## config.mk

```make
export PLATFORM = sky130hd
export DESIGN_NAME = fmul_issue_arbiter
export DESIGN_NICKNAME = d
export VERILOG_FILES = /design/src/rtl/fmul_ctrl_pkg.sv /design/src/rtl/fmul_rsp_fifo.sv /design/src/rtl/fmul_issue_arbiter.sv
export SDC_FILE = /design/constraint.sdc
export NUM_CORES = 1
export LEC_CHECK = 0
export CAP_MARGIN = 10
export CORE_MARGIN = 2
export CORE_UTILIZATION = 40
export CTS_BUF_LIST = sky130_fd_sc_hd__clkbuf_8
export DETAILED_ROUTE_END_ITERATION = 8
export HOLD_SLACK_MARGIN = 0.15
export PLACE_DENSITY = 0.73
export SYNTH_ARGS = -nofsm -noshare
export SYNTH_HDL_FRONTEND = slang
export SYNTH_HIERARCHICAL = 1
export SYNTH_SLANG_ARGS = --single-unit
export TNS_END_PERCENT = 30
```

## constraint.sdc

```tcl
create_clock -name clk -period 3.3 [get_ports clk]
set_input_delay 0.66 -clock clk [delete_from_list [all_inputs] [get_ports clk]]
set_output_delay 0.66 -clock clk [all_outputs]
set_load 0.02 [all_outputs]
```

## src/rtl/fmul_ctrl_pkg.sv

```systemverilog
// fmul_ctrl_pkg: IEEE-754 single-precision field layout shared by the FMUL issue logic
package fmul_ctrl_pkg;
  localparam int FP_W = 32;
  localparam int EXP_W = 8;
  localparam int MAN_W = 23;
  localparam int SIGN_BIT = 31;
  localparam int EXP_HI = 30;
  localparam int EXP_LO = 23;
  localparam int MAN_HI = 22;
  localparam int MAN_LO = 0;
  function automatic logic [FP_W-1:0] fp_pack(input logic sign, input logic [EXP_W-1:0] exp_f,
                                             input logic [MAN_W-1:0] man_f);
    return {sign, exp_f, man_f};
  endfunction
endpackage

```

## src/rtl/fmul_rsp_fifo.sv

```systemverilog
// fmul_rsp_fifo: circular response FIFO; head reads as zero while empty
module fmul_rsp_fifo #(
  parameter int WIDTH = 32,
  parameter int DEPTH = 4
) (
  input  logic             clk,
  input  logic             rst_n,
  input  logic             push,
  input  logic [WIDTH-1:0] push_data,
  input  logic             pop,
  output logic             valid,
  output logic             full,
  output logic [WIDTH-1:0] head
);
  localparam int AW = DEPTH > 1 ? $clog2(DEPTH) : 1;
  localparam int CW = $clog2(DEPTH + 1);
  logic [WIDTH-1:0] mem [DEPTH];
  logic [AW-1:0] wr_ptr, rd_ptr;
  logic [CW-1:0] count;
  logic do_push, do_pop;
  function automatic logic [AW-1:0] nxt(input logic [AW-1:0] p);
    return p == AW'(DEPTH - 1) ? '0 : p + 1'b1;
  endfunction
  assign valid = count != '0;
  assign full = count == CW'(DEPTH);
  assign do_pop = pop && valid;
  assign do_push = push && !full;
  assign head = valid ? mem[rd_ptr] : '0;
  always_ff @(posedge clk or negedge rst_n) begin
    if (!rst_n) begin
      wr_ptr <= '0;
      rd_ptr <= '0;
      count <= '0;
    end else begin
      wr_ptr <= do_push ? nxt(wr_ptr) : wr_ptr;
      rd_ptr <= do_pop ? nxt(rd_ptr) : rd_ptr;
      count <= count + CW'(do_push) - CW'(do_pop);
    end
  end
  always_ff @(posedge clk) begin
    if (do_push) mem[wr_ptr] <= push_data;
  end
endmodule

```

## src/rtl/fmul_issue_arbiter.sv

```systemverilog
// fmul_issue_arbiter: round-robin issue of NREQ slots into one pipelined FMUL,
// with a tag/sign shadow pipe steering results into credit-protected per-slot queues
module fmul_issue_arbiter
  import fmul_ctrl_pkg::*;
#(
  parameter int NREQ = 2,
  parameter int LAT = 2,
  parameter int TAG_W = 5,
  parameter int RQ_DEPTH = 4
) (
  input  logic                  clk,
  input  logic                  rst_n,
  input  logic [NREQ-1:0]       req_valid,
  output logic [NREQ-1:0]       req_ready,
  input  logic [NREQ*FP_W-1:0]  req_a,
  input  logic [NREQ*FP_W-1:0]  req_b,
  input  logic [NREQ*TAG_W-1:0] req_tag,
  output logic [EXP_W-1:0]      mul_exp_1,
  output logic [EXP_W-1:0]      mul_exp_2,
  output logic [MAN_W-1:0]      mul_man_1,
  output logic [MAN_W-1:0]      mul_man_2,
  input  logic [EXP_W-1:0]      mul_final_exp,
  input  logic [MAN_W-1:0]      mul_final_man,
  output logic [NREQ-1:0]       rsp_valid,
  input  logic [NREQ-1:0]       rsp_ready,
  output logic [NREQ*FP_W-1:0]  rsp_data,
  output logic [NREQ*TAG_W-1:0] rsp_tag,
  output logic                  busy
);
  localparam int SLOT_W = NREQ > 1 ? $clog2(NREQ) : 1;
  localparam int CNT_W = $clog2(RQ_DEPTH + 1);
  localparam int QW = TAG_W + FP_W;
  typedef struct packed {
    logic              valid;
    logic [SLOT_W-1:0] slot;
    logic [TAG_W-1:0]  tag;
    logic              sign;
  } shadow_t;
  logic [SLOT_W-1:0] ptr, grant_idx;
  logic grant_any;
  int k;
  logic [NREQ-1:0] eligible, push, pop, q_full;
  logic [CNT_W-1:0] credit [NREQ];
  logic [FP_W-1:0] a_arr [NREQ];
  logic [FP_W-1:0] b_arr [NREQ];
  logic [TAG_W-1:0] tag_arr [NREQ];
  logic [QW-1:0] head [NREQ];
  logic [FP_W-1:0] a_sel, b_sel;
  logic [QW-1:0] wb_data;
  shadow_t sh [LAT+1];
  // Scan from the highest offset down so the first eligible slot at/after ptr wins
  always_comb begin
    grant_any = 1'b0;
    grant_idx = '0;
    k = 0;
    for (int i = NREQ - 1; i >= 0; i--) begin
      k = int'(ptr) + i;
      k = k >= NREQ ? k - NREQ : k;
      if (eligible[k[SLOT_W-1:0]]) begin
        grant_any = rst_n;
        grant_idx = k[SLOT_W-1:0];
      end
    end
    req_ready = '0;
    req_ready[grant_idx] = grant_any;
  end
  assign a_sel = a_arr[grant_idx];
  assign b_sel = b_arr[grant_idx];
  always_ff @(posedge clk or negedge rst_n) begin
    if (!rst_n) begin
      ptr <= '0;
      mul_exp_1 <= '0;
      mul_exp_2 <= '0;
      mul_man_1 <= '0;
      mul_man_2 <= '0;
    end else if (grant_any) begin
      ptr <= grant_idx == SLOT_W'(NREQ - 1) ? '0 : grant_idx + 1'b1;
      mul_exp_1 <= a_sel[EXP_HI:EXP_LO];
      mul_exp_2 <= b_sel[EXP_HI:EXP_LO];
      mul_man_1 <= a_sel[MAN_HI:MAN_LO];
      mul_man_2 <= b_sel[MAN_HI:MAN_LO];
    end
  end
  // Stage 0 loads alongside the operand register; stage LAT lines up with the FMUL result
  always_ff @(posedge clk or negedge rst_n) begin
    if (!rst_n) begin
      for (int i = 0; i <= LAT; i++) sh[i] <= '0;
      for (int s = 0; s < NREQ; s++) credit[s] <= CNT_W'(RQ_DEPTH);
    end else begin
      sh[0] <= '{valid: grant_any, slot: grant_idx, tag: tag_arr[grant_idx],
                 sign: a_sel[SIGN_BIT] ^ b_sel[SIGN_BIT]};
      for (int i = 1; i <= LAT; i++) sh[i] <= sh[i-1];
      for (int s = 0; s < NREQ; s++)
        if (req_ready[s] != pop[s]) credit[s] <= req_ready[s] ? credit[s] - 1'b1 : credit[s] + 1'b1;
    end
  end
  assign wb_data = {sh[LAT].tag, fp_pack(sh[LAT].sign, mul_final_exp, mul_final_man)};
  for (genvar s = 0; s < NREQ; s++) begin : g_slot
    assign a_arr[s] = req_a[s*FP_W +: FP_W];
    assign b_arr[s] = req_b[s*FP_W +: FP_W];
    assign tag_arr[s] = req_tag[s*TAG_W +: TAG_W];
    assign eligible[s] = req_valid[s] && credit[s] != '0;
    assign push[s] = sh[LAT].valid && sh[LAT].slot == SLOT_W'(s);
    assign pop[s] = rsp_valid[s] && rsp_ready[s];
    fmul_rsp_fifo #(.WIDTH(QW), .DEPTH(RQ_DEPTH)) u_q (
      .clk(clk),
      .rst_n(rst_n),
      .push(push[s]),
      .push_data(wb_data),
      .pop(pop[s]),
      .valid(rsp_valid[s]),
      .full(q_full[s]),
      .head(head[s])
    );
    assign rsp_data[s*FP_W +: FP_W] = head[s][FP_W-1:0];
    assign rsp_tag[s*TAG_W +: TAG_W] = head[s][QW-1:FP_W];
    always @(posedge clk) if (rst_n && push[s]) assert (!q_full[s]);
  end
  always_comb begin
    busy = |rsp_valid;
    for (int i = 0; i <= LAT; i++) busy = busy | sh[i].valid;
  end
endmodule

```

==> results.json <==
{
  "dr_total_vias": 9283,
  "drtIter0Drc": 469,
  "io_pins": 316,
  "utilization_pct": 54.2,
  "period_needed_ps": 3210,
  "hold_ws_ps": 210,
  "critical_path_class": "reg2out",
  "number_of_nets_at_the_end_of_the_flow": 1455,
  "final-hold-violation-count": 0,
  "tns_ps": 0,
  "p_per_area_nw_per_um2": 875,
  "setup_viol_count_final": 0,
  "placement.cell_area_sq_um": 19600,
  "timing.final.crit_share_pct": 97.1,
  "mean_syn_cell_area_sq_um": 17.7,
  "gp_congestion": 0.783,
  "drc_errors": 0,
  "endpoint_kind": "output port",
  "post_synthesis_net_count": 1086,
  "mappedNetlistArea_sq_um": 15800,
  "worst_r2r_path_depth": 11,
  "finClkSkew_ps": 25.4,
  "port-buffer-count": 315,
  "slew-limit-headroom_pct": 49.4,
  "cts_buffer_depth": 3,
  "max_slew.worst_pin.slew_ps": 758,
  "worstReg2RegEnd": "g_slot[0].u_q/count[2]$_DFF_PN0_",
  "vias_per_cell": 5.05,
  "critPathLaunchType": "flop",
  "synthCells": 893,
  "place_worst_setup_slack_ps": 349,
  "detailedPlacementHpwl_um": 24400,
  "effective_utilization_at_floorplan_pct": 40.7,
  "grt_max_degree": 65,
  "final.fill_count": 3135,
  "layout-drive-gt1-share_pct": 16.9,
  "track_usage_pct": 19.1,
  "ys.warnings.count": 6,
  "route.detailed.wl_per_inst_um": 20.9,
  "postRouteAntennaNets": 0,
  "fp-row-count": 72,
  "final_cell_mix": "clkdlybuf4s50_1, edfxtp_1, nand2_1",
  "fp.dieArea_sq_um": 41000,
  "max_freq_mhz": 312,
  "layout.cells.most_common": "clkdlybuf4s50_1",
  "layout.cell_area.non_filler_sq_um": 21000,
  "drt-total-wl_um": 38400,
  "cts_buffers": 67,
  "netlist-cell-type-count": 30,
  "max_cap_viol_count": 0,
  "cts.hold.buffers_added": 0,
  "cts_num_sinks": 403,
  "firstDrtPassIters": 7,
  "area_growth_syn_to_layout_pct": 33.1,
  "worst_hold_path_type": "in2async",
  "grt_pass1_vias": 10076,
  "slew_violations": 0,
  "clk_pin_slew_worst_paths_ps": 60,
  "critPathArrivalTime_ps": 2550,
  "cts_tree": "built",
  "grt_antenna_before_repair": 7,
  "worstSkewPairLatency_ps": 590,
  "global_route.overflow_total": 0,
  "fp.dieW_um": 203,
  "core_sq_um": 38700,
  "total_power_mw": 18.4,
  "r2r-start": "g_slot[0].u_q/count[1]$_DFF_PN0_",
  "dpl.cell_count": 1705,
  "p_leak_nw": 7.74,
  "setup_ws_ps": 94.6,
  "rsz0062_at_grt": "yes",
  "ff_latch_area_sq_um": 11600,
  "path_max_fanout": 16,
  "peakVddDrop_uv": 429,
  "required_time_at_the_endpoint_of_the_critical_path_ps": 2640,
  "final_cell_count_no_fill": 1837,
  "flop_to_flop_setup_slack_ps": 650,
  "seq_total_area_yosys_pct": 73.4,
  "cts.htree.levels": 3,
  "outcome": "finished, final reports clean",
  "clk_root_buffer_cell": "clkbuf_8",
  "multi_input_combinational_cell_area_sq_um": 3880,
  "grt_first_pass_wirelength_um": 58500,
  "postSynthRegisterBits": 403,
  "die-height_um": 203
}
==> cells in the mapped netlist <==
library cell / instances / share of area (%)
and2_1: 87 / 3.5
nor3b_1: 2 / 0.095
buf_2: 16 / 0.51
buf_4: 11 / 0.52
o21ai_1: 1 / 0.032
o31a_1: 2 / 0.11
ha_1: 14 / 1.1
dfstp_2: 2 / 0.33
nand2_1: 130 / 3.1
mux2i_1: 4 / 0.25
o31ai_1: 1 / 0.048
buf_6: 4 / 0.29
mux4_2: 74 / 11
mux2_2: 13 / 0.93
xnor2_1: 11 / 0.61
a22oi_1: 62 / 3.0
nor2b_1: 3 / 0.12
fa_1: 4 / 0.51
o211a_1: 1 / 0.063
clkbuf_1: 13 / 0.31
inv_1: 23 / 0.55
nor2_1: 7 / 0.17
nor3_1: 1 / 0.032
a211oi_2: 1 / 0.079
edfxtp_1: 296 / 56
xor2_1: 1 / 0.056
o21ai_0: 1 / 0.032
dfrtp_1: 105 / 17
o21ai_2: 1 / 0.056
or3_1: 2 / 0.079
==> worst max-delay path, cell delays in order, from the launching register on <==
cell and delay [ps]:
dfrtp_2 390, buf_6 260, mux4_2 550, and2_1 200, clkdlybuf4s50_1 550
==> power breakdown <==
part	total (mW)	internal (mW)	switching (mW)	leakage (nW)
registers	6.94	6.41	0.524	3.97
logic	7.24	3.64	3.60	3.08
clock network	4.18	2.23	1.96	0.695
==> cell type report <==
type | instances | share of cell area [%]
antenna | 7 | 0.0835
inverter | 23 | 0.411
clock buffer | 74 | 4.85
clock inverter | 45 | 1.25
multi-input combinational | 423 | 18.5
sequential | 403 | 55.2
tap | 518 | 3.09
timing repair buffer | 344 | 16.6
==> how the worst max path moves through the flow <==
stage	startpoint	endpoint	slack, ps	depth (start not counted)
after global routing	g_slot[1].u_q/rd_ptr[0]$_DFFE_PN0P_	rsp_tag[8]	-8	4
after floorplan	g_slot[1].u_q/count[1]$_DFF_PN0_	g_slot[1].u_q/count[2]$_DFF_PN0_	630	12
after global placement	req_valid[1]	req_ready[1]	370	4
final	g_slot[1].u_q/rd_ptr[0]$_DFFE_PN0P_	rsp_tag[8]	90	4
after detailed placement	req_valid[1]	req_ready[1]	350	4
after CTS	g_slot[1].u_q/rd_ptr[0]$_DFFE_PN0P_	rsp_tag[8]	4	4
==> layer usage <==
layer / up-vias / share of wire (%) / GRT usage [%]
met5: - / 0 / 0
met4: 0 / 2.8 / 9.93
met3: 61 / 8.0 / 5.76
met2: 402 / 51 / 31.7
met1: 4713 / 38 / 22.4
li1: 4107 / - / -
==> registers in the layout (all words and copies together), names as in the netlist <==
register           cells
credit                 6
g_slot.u_q/count       6
mul_man_2             23
g_slot.u_q/wr_ptr      4
mul_exp_1              8
mul_man_1             23
g_slot.u_q/mem       296
mul_exp_2              8
ptr                    1
g_slot.u_q/rd_ptr      4
sh                    24
==> cell families after synthesis <==
| kind of cell | after synthesis | synth area share (%) |
|---|---|---|
| flops | 403 | 73.4 |
| simple gates | 232 | 7.04 |
| mux | 91 | 11.8 |
| compound gates | 70 | 3.37 |
| buf+inv | 67 | 2.17 |
| fa+ha+maj | 18 | 1.62 |
| xor+xnor | 12 | 0.667 |
==> repair_timing <==
| action | in CTS | in global routing |
|---|---|---|
| pin swaps | 0 | 0 |
| gates resized for setup | 4 | 12 |
| setup buffers | 2 | 4 |
| endpoints found under the setup margin | 67 | 22 |
Power figures use the tool's default switching activity.
